==> src/rtl/key_event_scheduler.sv <==
// Buffers one press/depress event per key and round-robins them onto a single UART byte stream.
// Optional auto-repeat of held keys is compiled in with `define KEY_EVT_REPEAT_EN.
module key_event_scheduler #(
  parameter int unsigned N             = 4,
  parameter int unsigned REPEAT_DELAY  = 25_000_000,
  parameter int unsigned REPEAT_PERIOD = 5_000_000,
  parameter int unsigned REP_W         = 26
) (
  input  logic         clk,
  input  logic         rst_n,
  input  logic [N-1:0] press,
  input  logic [N-1:0] depress,
  output logic [7:0]   tx_data,
  output logic         tx_valid,
  input  logic         tx_ready,
  output logic [N-1:0] held,
  output logic [7:0]   overrun_cnt
);

  localparam int unsigned IW = (N > 1) ? $clog2(N) : 1;

  typedef enum logic [0:0] {StIdle, StPresent} state_e;

  state_e        state_q, state_d;
  logic [IW-1:0] rr_q, rr_d, grant_q, grant_d;
  logic [7:0]    tx_data_q, tx_data_d;
  logic [7:0]    overrun_q, overrun_d;
  logic [N-1:0]  held_q, held_d;
  logic [N-1:0]  slot_valid_q, slot_valid_d;
  logic [N-1:0]  slot_press_q, slot_press_d;
  logic [N-1:0]  slot_rep_q, slot_rep_d;
  logic [N-1:0]  clear, can_store, rep_fire;
  logic          found;
  logic [IW-1:0] pick;
  logic [6:0]    drops;
  logic [8:0]    ovr_sum;

  // First valid slot at or above rr, wrapping modulo N.
  always_comb begin
    found = 1'b0;
    pick  = '0;
    for (int k = 0; k < int'(N); k++) begin
      int j;
      j = int'(rr_q) + k;
      if (j >= int'(N)) j = j - int'(N);
      if (!found && slot_valid_q[IW'(j)]) begin
        found = 1'b1;
        pick  = IW'(j);
      end
    end
  end

  always_comb begin
    state_d   = state_q;
    rr_d      = rr_q;
    grant_d   = grant_q;
    tx_data_d = tx_data_q;
    clear     = '0;
    case (state_q)
      StIdle: begin
        if (found) begin
          clear[pick] = 1'b1;
          tx_data_d   = {slot_press_q[pick], slot_rep_q[pick], 6'(pick)};
          grant_d     = pick;
          state_d     = StPresent;
        end
      end
      StPresent: begin
        if (tx_ready) begin
          rr_d    = (grant_q == IW'(N - 1)) ? '0 : grant_q + 1'b1;
          state_d = StIdle;
        end
      end
      default: state_d = StIdle;
    endcase
  end

  // A slot being granted this cycle may be refilled in the same cycle.
  assign can_store = ~slot_valid_q | clear;

  always_comb begin
    slot_valid_d = slot_valid_q & ~clear;
    slot_press_d = slot_press_q;
    slot_rep_d   = slot_rep_q;
    held_d       = held_q;
    drops        = '0;
    for (int i = 0; i < int'(N); i++) begin
      if (press[i]) held_d[i] = 1'b1;
      else if (depress[i]) held_d[i] = 1'b0;
      if ((press[i] || depress[i]) && (!can_store[i] || (press[i] && depress[i]))) begin
        drops = drops + 7'd1;
      end
      if ((press[i] || depress[i] || rep_fire[i]) && can_store[i]) begin
        slot_valid_d[i] = 1'b1;
        slot_press_d[i] = press[i] || !depress[i];
        slot_rep_d[i]   = !press[i] && !depress[i];
      end
    end
  end

  assign ovr_sum   = {1'b0, overrun_q} + {2'b00, drops};
  assign overrun_d = ovr_sum[8] ? 8'hFF : ovr_sum[7:0];

`ifdef KEY_EVT_REPEAT_EN
  logic [REP_W-1:0] rep_cnt_q [N];
  logic [REP_W-1:0] rep_cnt_d [N];

  // Counter reads k-1 in the k-th cycle after the press; reload keeps later fires PERIOD apart.
  always_comb begin
    rep_fire = '0;
    for (int i = 0; i < int'(N); i++) begin
      rep_cnt_d[i] = rep_cnt_q[i];
      if (press[i] || depress[i]) begin
        rep_cnt_d[i] = '0;
      end else if (held_q[i]) begin
        if (rep_cnt_q[i] == REP_W'(REPEAT_DELAY - 1)) begin
          rep_fire[i]  = 1'b1;
          rep_cnt_d[i] = REP_W'(REPEAT_DELAY - REPEAT_PERIOD);
        end else begin
          rep_cnt_d[i] = rep_cnt_q[i] + 1'b1;
        end
      end
    end
  end

  always_ff @(posedge clk or negedge rst_n) begin
    if (!rst_n) begin
      for (int i = 0; i < int'(N); i++) rep_cnt_q[i] <= '0;
    end else begin
      for (int i = 0; i < int'(N); i++) rep_cnt_q[i] <= rep_cnt_d[i];
    end
  end
`else
  logic unused_rep_cfg;
  assign unused_rep_cfg = (REPEAT_DELAY != REPEAT_PERIOD) ^ (REP_W != 0);
  assign rep_fire       = '0;
`endif

  always_ff @(posedge clk or negedge rst_n) begin
    if (!rst_n) begin
      state_q      <= StIdle;
      rr_q         <= '0;
      grant_q      <= '0;
      tx_data_q    <= '0;
      overrun_q    <= '0;
      held_q       <= '0;
      slot_valid_q <= '0;
      slot_press_q <= '0;
      slot_rep_q   <= '0;
    end else begin
      state_q      <= state_d;
      rr_q         <= rr_d;
      grant_q      <= grant_d;
      tx_data_q    <= tx_data_d;
      overrun_q    <= overrun_d;
      held_q       <= held_d;
      slot_valid_q <= slot_valid_d;
      slot_press_q <= slot_press_d;
      slot_rep_q   <= slot_rep_d;
    end
  end

  assign tx_valid    = (state_q == StPresent);
  assign tx_data     = tx_data_q;
  assign held        = held_q;
  assign overrun_cnt = overrun_q;

endmodule

==> config.mk <==
export PLATFORM = sky130hd
export DESIGN_NAME = key_event_scheduler
export DESIGN_NICKNAME = d
export VERILOG_FILES = /design/src/rtl/key_event_scheduler.sv
export SDC_FILE = /design/constraint.sdc
export NUM_CORES = 1
export LEC_CHECK = 0
export CORE_ASPECT_RATIO = 0.75
export CORE_MARGIN = 4
export CORE_UTILIZATION = 51
export DETAILED_ROUTE_END_ITERATION = 16
export HOLD_SLACK_MARGIN = 0.1
export PLACE_DENSITY = 0.78
export SKIP_CTS_REPAIR_TIMING = 1
export SKIP_LAST_GASP = 1
export SLEW_MARGIN = 10
export SYNTH_ARGS = -nofsm -noshare
export SYNTH_HDL_FRONTEND = slang
export SYNTH_SLANG_ARGS = --single-unit
==> constraint.sdc <==
create_clock -name clk -period 4.7 [get_ports clk]
set_input_delay 0.47 -clock clk [delete_from_list [all_inputs] [get_ports clk]]
set_output_delay 0.47 -clock clk [all_outputs]
set_load 0.02 [all_outputs]
# --- Word-level counts from Yosys, hierarchy flattened ---
# Cells that the tools add are included.
word_totals:
  mem_bits_rw: 0
  reg_bits: 33
  latch_bits: 0
  word_cells: 152
  memories: 0
  mem_bits_ro: 0
classes:
  multipliers: 0
  div: 0
  n_lt_le_gt_ge: 10
  bitwise: 5
  shifts: 0
  n_reduce_logical: 53
  n_mux: 53
  n_eq_ne: 1
  n_addsub: 12
ops:
  columns: ["operator", "count"]
  rows:
  - ["2-to-1 mux 1 bit", 30]
  - ["adder 7 x 1 -> 7 bit (second input constant)", 3]
  - ["2-to-1 mux 7 bit", 3]
  - ["logical AND 1 bit", 20]
  - ["2-to-1 mux 2 bit", 9]
  - ["< comparator 2 x 4 -> 1 bit (second input constant)", 4]
  - ["logical NOT 1 bit", 15]
  - ["binary-select mux 1 bit (select 2 bit)", 6]
  - ["logical OR 1 bit", 12]
  - ["adder 8 x 7 -> 9 bit", 1]
  - [">= comparator 3 bit (second input constant)", 3]
  - ["2-to-1 mux 4 bit", 2]
  - ["2-to-1 mux 8 bit", 1]
  - ["NOT 4 bit", 2]
  - ["nonzero test 2 bit", 4]
  - ["subtractor 2 x 1 -> 2 bit (second input constant)", 4]
  - ["adder 2 x 2 -> 3 bit (second input constant)", 2]
  - ["AND 4 bit", 1]
  - ["OR 4 bit", 1]
  - ["AND reduction 2 bit", 2]
  - ["adder 2 x 1 -> 3 bit (second input constant)", 1]
  - [">= comparator 2 x 3 -> 1 bit (second input constant)", 1]
  - ["< comparator 2 x 3 -> 1 bit (second input constant)", 1]
  - ["adder 2 x 1 -> 2 bit (second input constant)", 1]
  - ["other kinds (5)", 5]

# --- Longest topological paths before layout ---
depth:
  word_depth: 34
  mapped_depth: 17
  mapped_depth_nobuf: 17

# --- Worst setup path before layout ---
# No wires, ideal clock.
synth_timing:
  kind: "register to register"
  startpoint: "register rr_q[1]"
  endpoint: "register overrun_q[3] (netlist: overrun_cnt[3])"
  t_arrival_ns: 3.909
  stages_incl_launch_ff: 15
  path_buffers: 0
  path_slack_ns: 0.655
  period_less_slack_ns: 4.045
  required_time_ns: 4.565
  path_cell_list: "dfrtp_1 mux2i_1 nor2_1 or3_4 o31a_1 maj3_2 ha_1 xor2_2 ha_1 mux2_2 fa_1 a21o_1 a21oi_1 nand4bb_1 o21ai_0"
synth_between:
  elab_chain_cells: 34
  elab_cells_between_ends: 70
  classes_between: "11 x add/sub; 6 x order compare; 33 x mux; 1 x bitwise; 19 x reduce/logical"
synth_rtl:
  columns: ["element", "line_no", "text"]
  rows:
  - ["start: declaration", "25", "logic [IW-1:0] rr_q, rr_d, grant_q, grant_d;"]
  - ["start signal: assignment", "152", "rr_q <= rr_d;"]
  - ["parallel branches: the longest is 19 deep, another holds adder 2 x 1 -> 3 bit", null, null]
  - ["2-to-1 mux 4 bit *", "61", "if (found) begin"]
  - ["2-to-1 mux 4 bit *", "59", "case (state_q)"]
  - ["OR 4 bit *", "79", "assign can_store = ~slot_valid_q | clear;"]
  - ["logical NOT 1 bit", "90", "if ((press[i] || depress[i]) && (!can_store[i] || (press[i] && depress[i]))) begin"]
  - ["logical OR 1 bit", "90", null]
  - ["logical AND 1 bit", "90", null]
  - ["2-to-1 mux 1 bit", "90", null]
  - ["adder 7 x 1 -> 7 bit", "91", "drops = drops + 7'd1;"]
  - ["2-to-1 mux 7 bit", "90", null]
  - ["adder 7 x 1 -> 7 bit", "91", null]
  - ["2-to-1 mux 7 bit", "90", null]
  - ["adder 7 x 1 -> 7 bit", "91", null]
  - ["2-to-1 mux 7 bit *", "90", null]
  - ["adder 8 x 7 -> 9 bit *", "101", "assign ovr_sum = {1'b0, overrun_q} + {2'b00, drops};"]
  - ["2-to-1 mux 8 bit *", "102", "assign overrun_d = ovr_sum[8] ? 8'hFF : ovr_sum[7:0];"]
  - ["named net overrun_d[3]", "27", "logic [7:0] overrun_q, overrun_d;"]
  - ["end signal: assignment", "155", "overrun_q <= overrun_d;"]
  - ["end: declaration", "27", null]
# Mark *: on every way through the listed nets, which the timed path passes. The select of a mux whose other input is x is not followed.
# A chain may end at the register's enable or synchronous reset.

# --- Final worst setup path ---
layout_timing:
  startpoint: "register slot_valid_q[2]"
  endpoint: "register overrun_q[3] (netlist: overrun_cnt[3])"
layout_between:
  elab_chain_cells: 32
  elab_cells_between_ends: 56
  classes_between: "4 x add/sub; 2 x order compare; 29 x mux; 2 x bitwise; 19 x reduce/logical"
layout_rtl:
  columns: ["element", "line_no", "text"]
  rows:
  - ["start: declaration", "29", "logic [N-1:0] slot_valid_q, slot_valid_d;"]
  - ["start signal: assignment", "157", "slot_valid_q <= slot_valid_d;"]
  - ["binary-select mux 1 bit (select 2 bit)", "46", "if (!found && slot_valid_q[IW'(j)]) begin"]
  - ["2-to-1 mux 1 bit (not written as such) (2 in a row)", "46", null]
  - ["2-to-1 mux 1 bit", "46", null]
  - ["logical NOT 1 bit", "46", null]
  - ["logical AND 1 bit", "46", null]
  - ["2-to-1 mux 1 bit", "46", null]
  - ["logical NOT 1 bit", "46", null]
  - ["logical AND 1 bit", "46", null]
  - ["(+16 left out)", null, null]
  - ["2-to-1 mux 7 bit", "90", null]
  - ["adder 7 x 1 -> 7 bit", "91", null]
  - ["2-to-1 mux 7 bit", "90", null]
  - ["adder 7 x 1 -> 7 bit", "91", null]
  - ["2-to-1 mux 7 bit *", "90", null]
  - ["adder 8 x 7 -> 9 bit *", "101", null]
  - ["2-to-1 mux 8 bit *", "102", null]
  - ["named net overrun_d[3]", "27", null]
# The timed path passes the listed nets; every way through them passes the cells marked *. The select of a mux whose other input is x is not followed.

==> out/qor.txt <==
Multi-input logic area: 876 um^2
PnR worst setup slack: 299 ps
Mapped Area: 1700 um^2
DR DRC count: 0
Crit path launch type: flop
FMAX: 0.227 GHz
Worst Clk Skew: 3.02 ps
Max stage delay on crit path: 460 ps
Clk_lat worst skew: 280 ps
Synth top area cells: dfrtp_1 46%, ha_1 5.9%, mux2i_1 5.3%
Async set-or-reset flop fraction in the synthesized netlist: 1.00
Pwr dens: 607 nW/um^2
Num ports: 32
DP Worst Slack: 327 ps
R2r setup slk: 300 ps
Core footprint: 3060 um^2
CTS tree: done
Yosys cell types: 39
Dominant cell type by area after synthesis: dfrtp_1
CP Cell Sequence: and2b_1 -> a311oi_2 -> nor2_4 -> o31a_1 -> maj3_2 -> ha_1 -> xor2_2 -> ha_1 -> mux2_2 -> fa_1 -> a21o_1 -> a21oi_1 -> nand4bb_1 -> o21ai_0
Die X: 74.7 um
Final Hold Fails: 0
First-iteration detailed-routing DRC count: 38
Critical path origin: slot_valid_q[2]$_DFF_PN0_
DR WL met3: 242 um
Worst path top cell family by delay: adder cells
Die area: 4340 um^2
Antenna violations before repair: 0
Global placer's final weighted congestion: 0.780
Cells after Synth: 159
RR Endpoint: overrun_cnt[3]$_DFF_PN0_
Worst hold margin: 484 ps
Yosys reg bits: 31
CP Buf/Inv Count: 0
DP Area: 2020 um^2
Die height: 58.1 um
Clock Sinks: 31
Tmin final: 4400 ps
Largest net degree at the start of global routing: 32
TritonRoute pass-1 iters: 4
Crit path kind: reg -> reg
Initial Utilization: 0.556
Vias/cell: 5.47
Crit path max fanout: 9
Crit-path most repeated cell: ha_1
Drt total wl: 3.27 mm
Final ANT Viol Nets: 0
Antenna Cells: 0
Fill count: 231
Ratio of cells with drive above 1 in the final layout: 0.134
Share of the synthesized area in the top cell type: 0.455
Most common library cells after synthesis: 31 x dfrtp_1, 21 x nand2_1, 9 x mux2i_1, 8 x ha_1
Crit. path cell count: 14
Synth warnings: 0
Finished Cell Area: 2110 um^2
Synth Area per Inst: 10.7 um^2
CP max-delay cell: dfrtp_1
Most frequent cell after synthesis: dfrtp_1
Worst EP required: 4850 ps
Final period utilization: 0.936
Worst vdd ir: 0.410 mV
Hold WC Path Type: reg -> reg
CTS max path bufs: 2
Worst-path clk slew: 60 ps
DRT met1 WL: 1.51 mm
CP Capture Type: flop
Total track usage: 0.171
First-pass GRT wire length: 5.66 mm
Leakage: 0.000970 uW
Final setup fails: 0
Port bufs: 27
Area grow syn2layout: 23.6%
Vias: 1270
Worst R2R Start: slot_valid_q[2]$_DFF_PN0_
DR WL/cell: 14.1 um
Fin. max-slew vios: 0
Outcome: complete, no violations
Top Metal Used: met4
Setup TNS: 0 ps
FP Rows: 17
Worst Path Arrival: 4550 ps
Met2 routed WL: 1.48 mm
Post-synth EDFFs: 0
Vias in the first global route: 1274
RSZ-0062 raised after global routing: false
H-tree Lvls: 2
Crit path to: overrun_cnt[3]$_DFF_PN0_
CTS Buf Count: 5
Part of the Yosys area used for sequential elements: 0.455
Final #Nets: 214
GRT overflow: 0
Total Power: 1280 uW
CTS Root Cell: clkbuf_8
Reg2reg path depth: 14
Register area: 776 um^2
Dpl hpwl: 2.63 mm
Maxcap violations: 0
Ys flop type: dfrtp_1
## cells in the final DEF, fill, tap and decap left out, drive strengths merged, types with 2 or more instances in the layout
| cell | n |
|---|---|
| dfrtp | 31 |
| buf | 2 |
| nand2 | 21 |
| a22o | 2 |
| conb | 5 |
| or3 | 2 |
| o31a | 2 |
| o21ai | 7 |
| nand2b | 6 |
| maj3 | 2 |
| mux2i | 9 |
| inv | 9 |
| nor2b | 2 |
| xnor2 | 2 |
| o21a | 2 |
| a21o | 7 |
| nor2 | 8 |
| o31ai | 3 |
| a21oi | 5 |
| xor2 | 4 |
| a21boi | 3 |
| clkdlybuf4s50 | 27 |
| ha | 8 |
| clkbuf | 6 |
| mux2 | 7 |
## final cells by class
class,instances,share of cell area
Clock inverter,1,0.00238
Clock buffer,6,0.0392
Sequential cell,31,0.368
Inverter,9,0.0160
Timing Repair Buffer,29,0.135
Tap cell,38,0.0226
Multi-Input combinational cell,118,0.416
## state kept, by name, summed over array words and instances, names as in the netlist
register / cells
slot_press_q: 4
rr_q: 2
tx_valid: 1
grant_q: 1
slot_valid_q: 4
slot_rep_q: 4
tx_data: 3
overrun_cnt: 8
held: 4
## how the worst min path moves through the flow
stage | start | to | slack [ps] | depth (start not counted)
global placement | held[2]$_DFFE_PN0N_ | held[2]$_DFFE_PN0N_ | 460 | 1
global route | slot_rep_q[1]$_DFFE_PN0P_ | slot_rep_q[1]$_DFFE_PN0P_ | 510 | 1
finish | held[3]$_DFFE_PN0N_ | held[3]$_DFFE_PN0N_ | 480 | 1
CTS | held[3]$_DFFE_PN0N_ | held[3]$_DFFE_PN0N_ | 490 | 1
floorplan | rst_n | grant_q[0]$_DFFE_PN0P_ | 170 | 0
detailed placement | held[0]$_DFFE_PN0N_ | held[0]$_DFFE_PN0N_ | 470 | 1
## through the flow
stage           util  cells
2_1_floorplan      -    163
3_3_place_gp   0.659    225
3_5_place_dp   0.659    225
4_1_cts        0.688    232
5_1_grt        0.688    232
6_report       0.688    232
## logic make-up (layout without fill, tap and decap cells)
group | after synthesis | after routing | synth area share
adder cells (fa/ha/maj) | 11 | 11 | 0.0837
multiplexers | 16 | 16 | 0.0991
other | 1 | 5 | 0.00220
buffers and inverters | 14 | 45 | 0.0397
AO/OA/AOI/OAI | 35 | 35 | 0.153
AND/OR/NAND/NOR | 45 | 45 | 0.132
flip-flops | 31 | 31 | 0.455
XOR/XNOR | 6 | 6 | 0.0352
## power breakdown
| part | leakage, uW | internal (uW) | switching [uW] | total (uW) |
|---|---|---|---|---|
| combinational | 0.000563 | 322 | 325 | 648 |
| sequential | 0.000359 | 352 | 73.0 | 425 |
| clock | 0.0000470 | 115 | 91.0 | 206 |
## metal layers
layer  global-route usage  up-vias
met1                0.232      610
met2                0.255       43
met5                    0        -
met4               0.0457        0
li1                     -      612
met3               0.0693        5
(Power assumes the default switching activity.)
